### config.mk
export PLATFORM = sky130hd
export DESIGN_NAME = reg_file_param_flat
export DESIGN_NICKNAME = d
export VERILOG_FILES = /design/src/rtl/reg_file_param_if.sv /design/src/rtl/reg_file_param.sv /design/src/flat_wrapper.sv
export SDC_FILE = /design/constraint.sdc
export NUM_CORES = 1
export LEC_CHECK = 0
export BUFFER_PORTS_ARGS = -buffer_cell sky130_fd_sc_hd__buf_4
export CORE_ASPECT_RATIO = 0.9
export CORE_MARGIN = 2
export CORE_UTILIZATION = 30
export DETAILED_ROUTE_END_ITERATION = 6
export MAX_ROUTING_LAYER = met4
export SETUP_SLACK_MARGIN = 0.02
export SLEW_MARGIN = 5
export SYNTH_ARGS = -nofsm -noshare
export SYNTH_HDL_FRONTEND = slang
export SYNTH_SLANG_ARGS = --single-unit
### constraint.sdc
create_clock -name Clk -period 13.8 [get_ports Clk]
set_input_delay 4.14 -clock Clk [delete_from_list [all_inputs] [get_ports Clk]]
set_output_delay 4.14 -clock Clk [all_outputs]
set_load 0.05 [all_outputs]
### src/rtl/reg_file_param_if.sv
// Bus between the register file and its control/datapath users.
// Carries read addresses/data, write port, sweep request and status.
interface reg_file_param_if #(
    parameter int WIDTH  = 16,
    parameter int ADDR_W = 4
);
    logic [WIDTH-1:0]  A;
    logic [WIDTH-1:0]  B;
    logic [WIDTH-1:0]  C;
    logic [ADDR_W-1:0] Aaddr;
    logic [ADDR_W-1:0] Baddr;
    logic [ADDR_W-1:0] Caddr;
    logic              Load;
    logic              Sweep;
    logic              Busy;
    logic              LoadAck;

    // Control unit / datapath side
    modport master (
        output C, Aaddr, Baddr, Caddr, Load, Sweep,
        input  A, B, Busy, LoadAck
    );

    // Register file side
    modport slave (
        input  C, Aaddr, Baddr, Caddr, Load, Sweep,
        output A, B, Busy, LoadAck
    );
endinterface

### src/rtl/reg_file_param.sv
// Parametrised register file: two combinational read ports (A, B), one
// synchronous write port (C), and a soft-clear sweep that zeroes one
// register per cycle while Busy is high.
// Optional macro REGFILE_BYPASS_EN: forward write data to a read port whose
// address matches an accepted write in the same cycle.
module reg_file_param #(
    parameter int WIDTH    = 16,
    parameter int ADDR_W   = 4,
    parameter int ZERO_REG = 0
) (
    input  logic            Clk,
    input  logic            Clear,
    reg_file_param_if.slave bus
);
    localparam int DEPTH = 2 ** ADDR_W;
    localparam logic [ADDR_W-1:0] LAST = ADDR_W'(DEPTH - 1);

    typedef enum logic {
        IDLE,
        SWEEP
    } state_t;

    state_t            state;
    logic [ADDR_W-1:0] cnt;
    logic [WIDTH-1:0]  regs [DEPTH];
    logic              busy_q;
    logic              ack_q;
    logic              wr_en;

    // A write lands only while idle, and never into a hardwired-zero r0
    assign wr_en = (state == IDLE) && bus.Load &&
                   !((ZERO_REG != 0) && (bus.Caddr == '0));

    assign bus.Busy    = busy_q;
    assign bus.LoadAck = ack_q;

    // Register array, sweep sequencer and registered status outputs
    always_ff @(posedge Clk or posedge Clear) begin
        if (Clear) begin
            for (int unsigned i = 0; i < DEPTH; i++) begin
                regs[i] <= '0;
            end
            state  <= IDLE;
            cnt    <= '0;
            busy_q <= 1'b0;
            ack_q  <= 1'b0;
        end else begin
            ack_q <= wr_en;
            if (wr_en) begin
                regs[bus.Caddr] <= bus.C;
            end
            case (state)
                IDLE: begin
                    if (bus.Sweep) begin
                        state  <= SWEEP;
                        cnt    <= '0;
                        busy_q <= 1'b1;
                    end
                end
                SWEEP: begin
                    regs[cnt] <= '0;
                    cnt       <= cnt + 1'b1;
                    if (cnt == LAST) begin
                        state  <= IDLE;
                        busy_q <= 1'b0;
                    end
                end
                default: begin
                    state  <= IDLE;
                    busy_q <= 1'b0;
                end
            endcase
        end
    end

    // Read port A: array lookup, optional forwarding, hardwired-zero r0 last
    always_comb begin
        bus.A = regs[bus.Aaddr];
`ifdef REGFILE_BYPASS_EN
        if (wr_en && (bus.Aaddr == bus.Caddr)) begin
            bus.A = bus.C;
        end
`endif
        if ((ZERO_REG != 0) && (bus.Aaddr == '0)) begin
            bus.A = '0;
        end
    end

    // Read port B: same structure as port A
    always_comb begin
        bus.B = regs[bus.Baddr];
`ifdef REGFILE_BYPASS_EN
        if (wr_en && (bus.Baddr == bus.Caddr)) begin
            bus.B = bus.C;
        end
`endif
        if ((ZERO_REG != 0) && (bus.Baddr == '0)) begin
            bus.B = '0;
        end
    end
endmodule

### src/flat_wrapper.sv
// flat-port wrapper written by rule: the top's interface ports become plain ports
module reg_file_param_flat 
#(
    parameter int WIDTH    = 16,
    parameter int ADDR_W   = 4,
    parameter int ZERO_REG = 0
)
  (Clk, Clear, bus_C, bus_Aaddr, bus_Baddr, bus_Caddr, bus_Load, bus_Sweep, bus_A, bus_B, bus_Busy, bus_LoadAck);
  reg_file_param_if #(.WIDTH(WIDTH), .ADDR_W(ADDR_W)) bus_i ();
  input  logic Clk;
  input  logic Clear;
  input wire logic [$bits(bus_i.C)-1:0] bus_C;
  input wire logic [$bits(bus_i.Aaddr)-1:0] bus_Aaddr;
  input wire logic [$bits(bus_i.Baddr)-1:0] bus_Baddr;
  input wire logic [$bits(bus_i.Caddr)-1:0] bus_Caddr;
  input wire logic [$bits(bus_i.Load)-1:0] bus_Load;
  input wire logic [$bits(bus_i.Sweep)-1:0] bus_Sweep;
  output wire logic [$bits(bus_i.A)-1:0] bus_A;
  output wire logic [$bits(bus_i.B)-1:0] bus_B;
  output wire logic [$bits(bus_i.Busy)-1:0] bus_Busy;
  output wire logic [$bits(bus_i.LoadAck)-1:0] bus_LoadAck;
  assign bus_i.C = bus_C;
  assign bus_i.Aaddr = bus_Aaddr;
  assign bus_i.Baddr = bus_Baddr;
  assign bus_i.Caddr = bus_Caddr;
  assign bus_i.Load = bus_Load;
  assign bus_i.Sweep = bus_Sweep;
  assign bus_A = bus_i.A;
  assign bus_B = bus_i.B;
  assign bus_Busy = bus_i.Busy;
  assign bus_LoadAck = bus_i.LoadAck;
  reg_file_param #(.WIDTH(WIDTH), .ADDR_W(ADDR_W), .ZERO_REG(ZERO_REG)) u_core (.Clk(Clk), .Clear(Clear), .bus(bus_i));
endmodule
==> impl_metrics.ini, run 1 <==
[floorplanning]
die_x_um = 242
rows = 78
initial_utilization_pct = 30.4
io-pin-count = 66
coreArea_um2 = 50400
die_area_um2 = 52800
die_h_um = 218

[clock_tree]
clkSlewWorstSetupHoldPaths_ps = 60
cts_inserted_buffers = 28
clk_latency_ps = 570
cts_tree = yes
cts_hold_buf = 0
htreeDepth = 1
cts_setup_buffers = 0
cts_root_buffer = clkbuf_16
clock_sink_count = 263
cts_buffer_depth = 3
ctsResizeCount = 0

[timing]
rsz0062_at_grt = no
worst_slew_pin_slew_ps = 1390
period_share_pct = 77.8
max_freq_ghz = 0.0932
fin_setup_tns_ps = 0
period_needed_ps = 10730
setup_violations = 0
fin_skew_ps = 14.0
relSlewSlack_pct = 7.07
drv_slew = 0
finalHoldViolations = 0

[worst_setup_path]
cp-start-kind = primary input
critPathKind = in2out
cp_max_fo = 43
r2r_start = u_core.state
setup.worst_path.end_class = primary output
r2r_cells = 4
arrival_ps = 6590
r2r_slack_ps = 11250
critPathCapture = bus_A[11]
critPathRequiredTime_ps = 9660
critPathLaunch = bus_Aaddr[0]
worstReg2RegEnd = u_core.regs[136]

[synthesis]
async_flop_share_pct = 100
synth_top_area_cell = dfrtp_1
yosys_most_used_dff = dfrtp_1
synth.top_cell.area_share_pct = 43.0
synthTopCellsByCount = dfrtp_1, a21oi_1, nand3_1
synthCells = 1530
synth_area_um2 = 15300
synthesis.area_per_instance_um2 = 10.0
ys_ff_latch = 263
synthTopCellsByArea = dfrtp_1, mux4_2, a21oi_1, nand3_1, o21ai_0
synth_warnings = 0
yosysMostFrequentCell = dfrtp_1
synth.yosys.seq_area_share_pct = 43.0
synth_enable_flop_cells = 0
yosysUniqueCellTypes = 35
synthesis.nets = 1566

[final_layout]
area_delta_synth_final_pct = 12.3
final_layout_size_suffix_gt1_share_pct = 20.7
final_area_um2 = 17200
nets = 1500
nFillCells = 5070

[detailed_routing]
drt-total-wl_mm = 59.1
vias = 13900
dr.pass1.iters = 5
viasPerCell = 6.41
wire_per_inst_um = 27.3
drc = 0
drt_iter0_markers = 2332
ant_nets = 0

[hold_path]
min_path_type = reg2reg
hp-start = u_core.bus.Busy

[pwr]
power_switching_w = 0.000922
powerDensity_nw_per_um2 = 154
pwr-share-seq_pct = 39.0
p_leak_nw = 6.77
ir_drop_v = 0.0000907
pwr-share-clk_pct = 33.5
combinationalPowerShare_pct = 27.5
sw_frac_of_total_pct = 34.9
p_int_w = 0.00172

[global_route]
grt_start_max_net_pins = 108
grt_pass1_vias = 13600
grt.overflow.total = 0
track_usage_pct = 22.6
grt_pass1_wl_mm = 88.6
antenna_found_initial = 2

[place]
io_buffers = 65
place_hpwl_mm = 31.2
gp_congestion = 0.833
dpl_cell_area_um2 = 16100

[run]
cap_violations = 0

[run_status]
status = complete, no violations
[placed cells by master (no fill, tap or decap), drive strengths merged, types with 2 or more instances in the layout]
cell,instances
nand2b,4
and2,3
nand3,257
o22ai,2
and4bb,2
buf,108
o21ai,257
a21oi,257
a22oi,64
mux4,128
inv,4
nand4bb,2
clkinv,4
nor3,4
ha,4
dfrtp,263
nor2,18
clkbuf,39
nand2,41
bufinv,7
diode,2
nor2b,7
[per-layer routing]
metal | vias up | part of all wire (%) | global-route usage, %
li1 | 5628 | - | -
met1 | 7070 | 40 | 31.7
met2 | 1067 | 43 | 31.7
met3 | 123 | 14 | 6.68
met4 | 0 | 2.4 | 6.23
met5 | - | 0 | -
[area by class of cell]
type	instances	area (um^2)	share of cell area (%)
Inverter	4	22.5	0.131
Antenna cell	2	5.00	0.0291
Clock buffer	39	833	4.85
Timing Repair Buffer	108	811	4.72
Multi-Input combinational cell	1059	7840	45.6
Tap cell	680	851	4.95
Sequential cell	263	6580	38.3
Clock inverter	12	238	1.38
[sequential cells by signal, indices dropped and copies added (netlist names)]
| name | cells |
|---|---|
| u_core.state | 1 |
| u_core.regs | 256 |
| u_core.bus.Busy | 1 |
| u_core.cnt | 4 |
| u_core.bus.LoadAck | 1 |
[worst max-delay path, stage by stage]
cell and delay, ps:
buf_4 700, buf_4 530, mux4_2 570, a22oi_1 250, nand2_1 140, buf_4 210
[how the worst min path moves through the flow]
stage                      end  slack (ps)  cells after the start
6_report       u_core.bus.Busy         540                      2
4_1_cts        u_core.bus.Busy         550                      2
5_1_grt        u_core.regs[68]         580                      2
3_5_place_dp   u_core.bus.Busy         530                      2
3_3_place_gp   u_core.bus.Busy         520                      2
2_1_floorplan    u_core.cnt[0]         500                      1
[logic make-up after synthesis]
group / share of synthesized area [%]
adders and majority gates: 0.327
DFF: 43.0
muxes: 18.8
xor gates and xnor gates: 0.115
buffers and inverters: 6.24
and+or+nand+nor: 11.4
AOI/OAI and AO/OA: 20.1
[through the flow]
stage / total power (W) / setup slack, ps / hold WS (ps) / utilization, % / cells
floorplan: 0.00148 / 2420 / 501 / - / 1530
global placement: 0.00172 / 3050 / 521 / 32.0 / 2114
finish: 0.00264 / 3070 / 541 / 34.1 / 2167
global route: 0.00273 / 2870 / 577 / 34.1 / 2167
detailed placement: 0.00174 / 3050 / 527 / 32.0 / 2114
CTS: 0.00262 / 3040 / 552 / 34.1 / 2165
[power by group through the flow]
stage | Combinational (W) | Sequential, W | Clock, W
global route | 0.000766 | 0.00104 | 0.000921
global placement | 0.000692 | 0.00103 | 0
detailed placement | 0.000709 | 0.00104 | 0
CTS | 0.000710 | 0.00102 | 0.000889
floorplan | 0.000491 | 0.000988 | 0
finish | 0.000726 | 0.00103 | 0.000883
No activity file was read; power rests on OpenSTA's default activity.
==> run 2, diff against run 1 <==
==> constraint.sdc (replaced) <==
create_clock -name Clk -period 8.95 [get_ports Clk]
set_input_delay 2.685 -clock Clk [delete_from_list [all_inputs] [get_ports Clk]]
set_output_delay 2.685 -clock Clk [all_outputs]
set_load 0.05 [all_outputs]
==> run 2 against run 1 <==
Sequential power up 53%; via count barely moved; wire length up 1.6%; worst hold slack got worse by 3.9 ps; non-clock buffer count rose by 5; largest power group unchanged.
==> impl_metrics.ini, run 2 (same netlist as run 1, synthesis figures left out) <==
[final_layout]
layout_commonest_cell = dfrtp_1
final_cell_mix = dfrtp_1, nand3_1, a21oi_1, o21ai_0, mux4_2
largest_reg_flops = 256
nets = 1506
area_delta_synth_final_pct = 12.7
top_regs = u_core.regs: 256 flops, u_core.cnt: 4 flops
nFillCells = 5020
final_layout_size_suffix_gt1_share_pct = 21.1
regMostFlops = u_core.regs

[worst_setup_path]
r2r_start = u_core.state
r2r_slack_ps = 6640
critPathKind = in2out
r2r_cells = 4
critPathRequiredTime_ps = 6270
worstReg2RegEnd = u_core.regs[51]
arrival_ps = 4960
critPathLaunch = bus_Baddr[0]
setup.worst_path.end_class = primary output
cp_max_fo = 30
cp-start-kind = primary input

[clock_tree]
clkSlewWorstSetupHoldPaths_ps = 60
ctsResizeCount = 0
cts_root_buffer = clkbuf_16
cts_buffer_depth = 3
htreeDepth = 1
cts_inserted_buffers = 29
cts_setup_buffers = 0
clk_latency_ps = 570
cts_hold_buf = 0
cts_tree = yes
clock_sink_count = 263

[timing]
period_share_pct = 85.4
rsz0062_at_grt = no
fin_setup_tns_ps = 0
max_freq_ghz = 0.131
worst_slew_pin_slew_ps = 1060
drv_slew = 0
hold_ws_ps = 537
fin_skew_ps = 11.3
setup_violations = 0
relSlewSlack_pct = 29.2
period_needed_ps = 7640
setup_slack_ps = 1310
finalHoldViolations = 0

[pwr]
pwr-share-clk_pct = 33.6
power_switching_w = 0.00144
p_leak_nw = 6.80
ir_drop_v = 0.000141
combinationalPowerShare_pct = 27.7
pwr-share-seq_pct = 38.7
sw_frac_of_total_pct = 35.3
p_int_w = 0.00264
powerDensity_nw_per_um2 = 237

[floorplanning]
die_area_um2 = 52800
io-pin-count = 66
initial_utilization_pct = 30.4
die_x_um = 242
rows = 78
coreArea_um2 = 50400
die_h_um = 218

[global_route]
antenna_found_initial = 2
track_usage_pct = 22.9
grt_pass1_vias = 13600
grt_start_max_net_pins = 159
grt_pass1_wl_mm = 89.5
grt.overflow.total = 0

[detailed_routing]
vias = 13900
drt_iter0_markers = 2115
ant_nets = 0
drt-total-wl_mm = 60.1
drc = 0
dr.pass1.iters = 6
wire_per_inst_um = 27.6
viasPerCell = 6.39

[hold_path]
min_path_type = reg2reg
holdPathEnd = u_core.bus.Busy
holdPathStages = 2
hp-start = u_core.bus.Busy

[run_status]
status = complete, no violations

[place]
pre_cts_slack_ps = 1300
io_buffers = 65
place_hpwl_mm = 31.2
gp_congestion = 0.803

[run]
cap_violations = 0
run 2: layout make-up:
type | count | area (um^2) | area share (%)
clock inverter | 15 | 259 | 1.50
tap | 680 | 851 | 4.93
clock buffer | 38 | 820 | 4.75
timing repair buffer | 113 | 873 | 5.06
sequential | 263 | 6580 | 38.2
multi-input combinational | 1059 | 7840 | 45.5
antenna | 2 | 5.00 | 0.0290
inverter | 4 | 18.8 | 0.109
run 2: power by group through the flow:
stage / clock, W / combinational (W) / sequential [W]
2_1_floorplan: 0 / 0.000758 / 0.00152
3_3_place_gp: 0 / 0.00108 / 0.00158
3_5_place_dp: 0 / 0.00111 / 0.00159
4_1_cts: 0.00138 / 0.00111 / 0.00157
5_1_grt: 0.00143 / 0.00119 / 0.00160
6_report: 0.00137 / 0.00113 / 0.00158
run 2: worst max path at each step:
stage,to,slack (ps)
after CTS,bus_B[3],1290
final,bus_B[1],1310
after detailed placement,bus_B[3],1300
after floorplan,bus_A[10],2190
after global routing,bus_B[3],1200
after global placement,bus_B[1],1310
run 2: critical path: stages:
cell and delay (ps):
buf_4 500, buf_4 490, mux4_2 560, a22oi_1 200
nand2_1 190, buf_4 280
run 2: layer usage:
metal | global-route usage (%) | wire length, um | up-vias
li1 | - | - | 5645
met1 | 31.4 | 23800 | 7061
met2 | 32.9 | 26400 | 1048
met3 | 6.46 | 8170 | 138
met4 | 6.81 | 1670 | 0
met5 | - | 0 | -
run 2: stage by stage:
stage	area [um^2]	instances	utilization, %	total power [W]
after floorplan	15300	1530	-	0.00228
after global placement	16200	2119	32.1	0.00266
after detailed placement	16200	2119	32.1	0.00270
after CTS	17200	2172	34.2	0.00406
after global routing	17300	2174	34.3	0.00422
final	17300	2174	34.3	0.00409
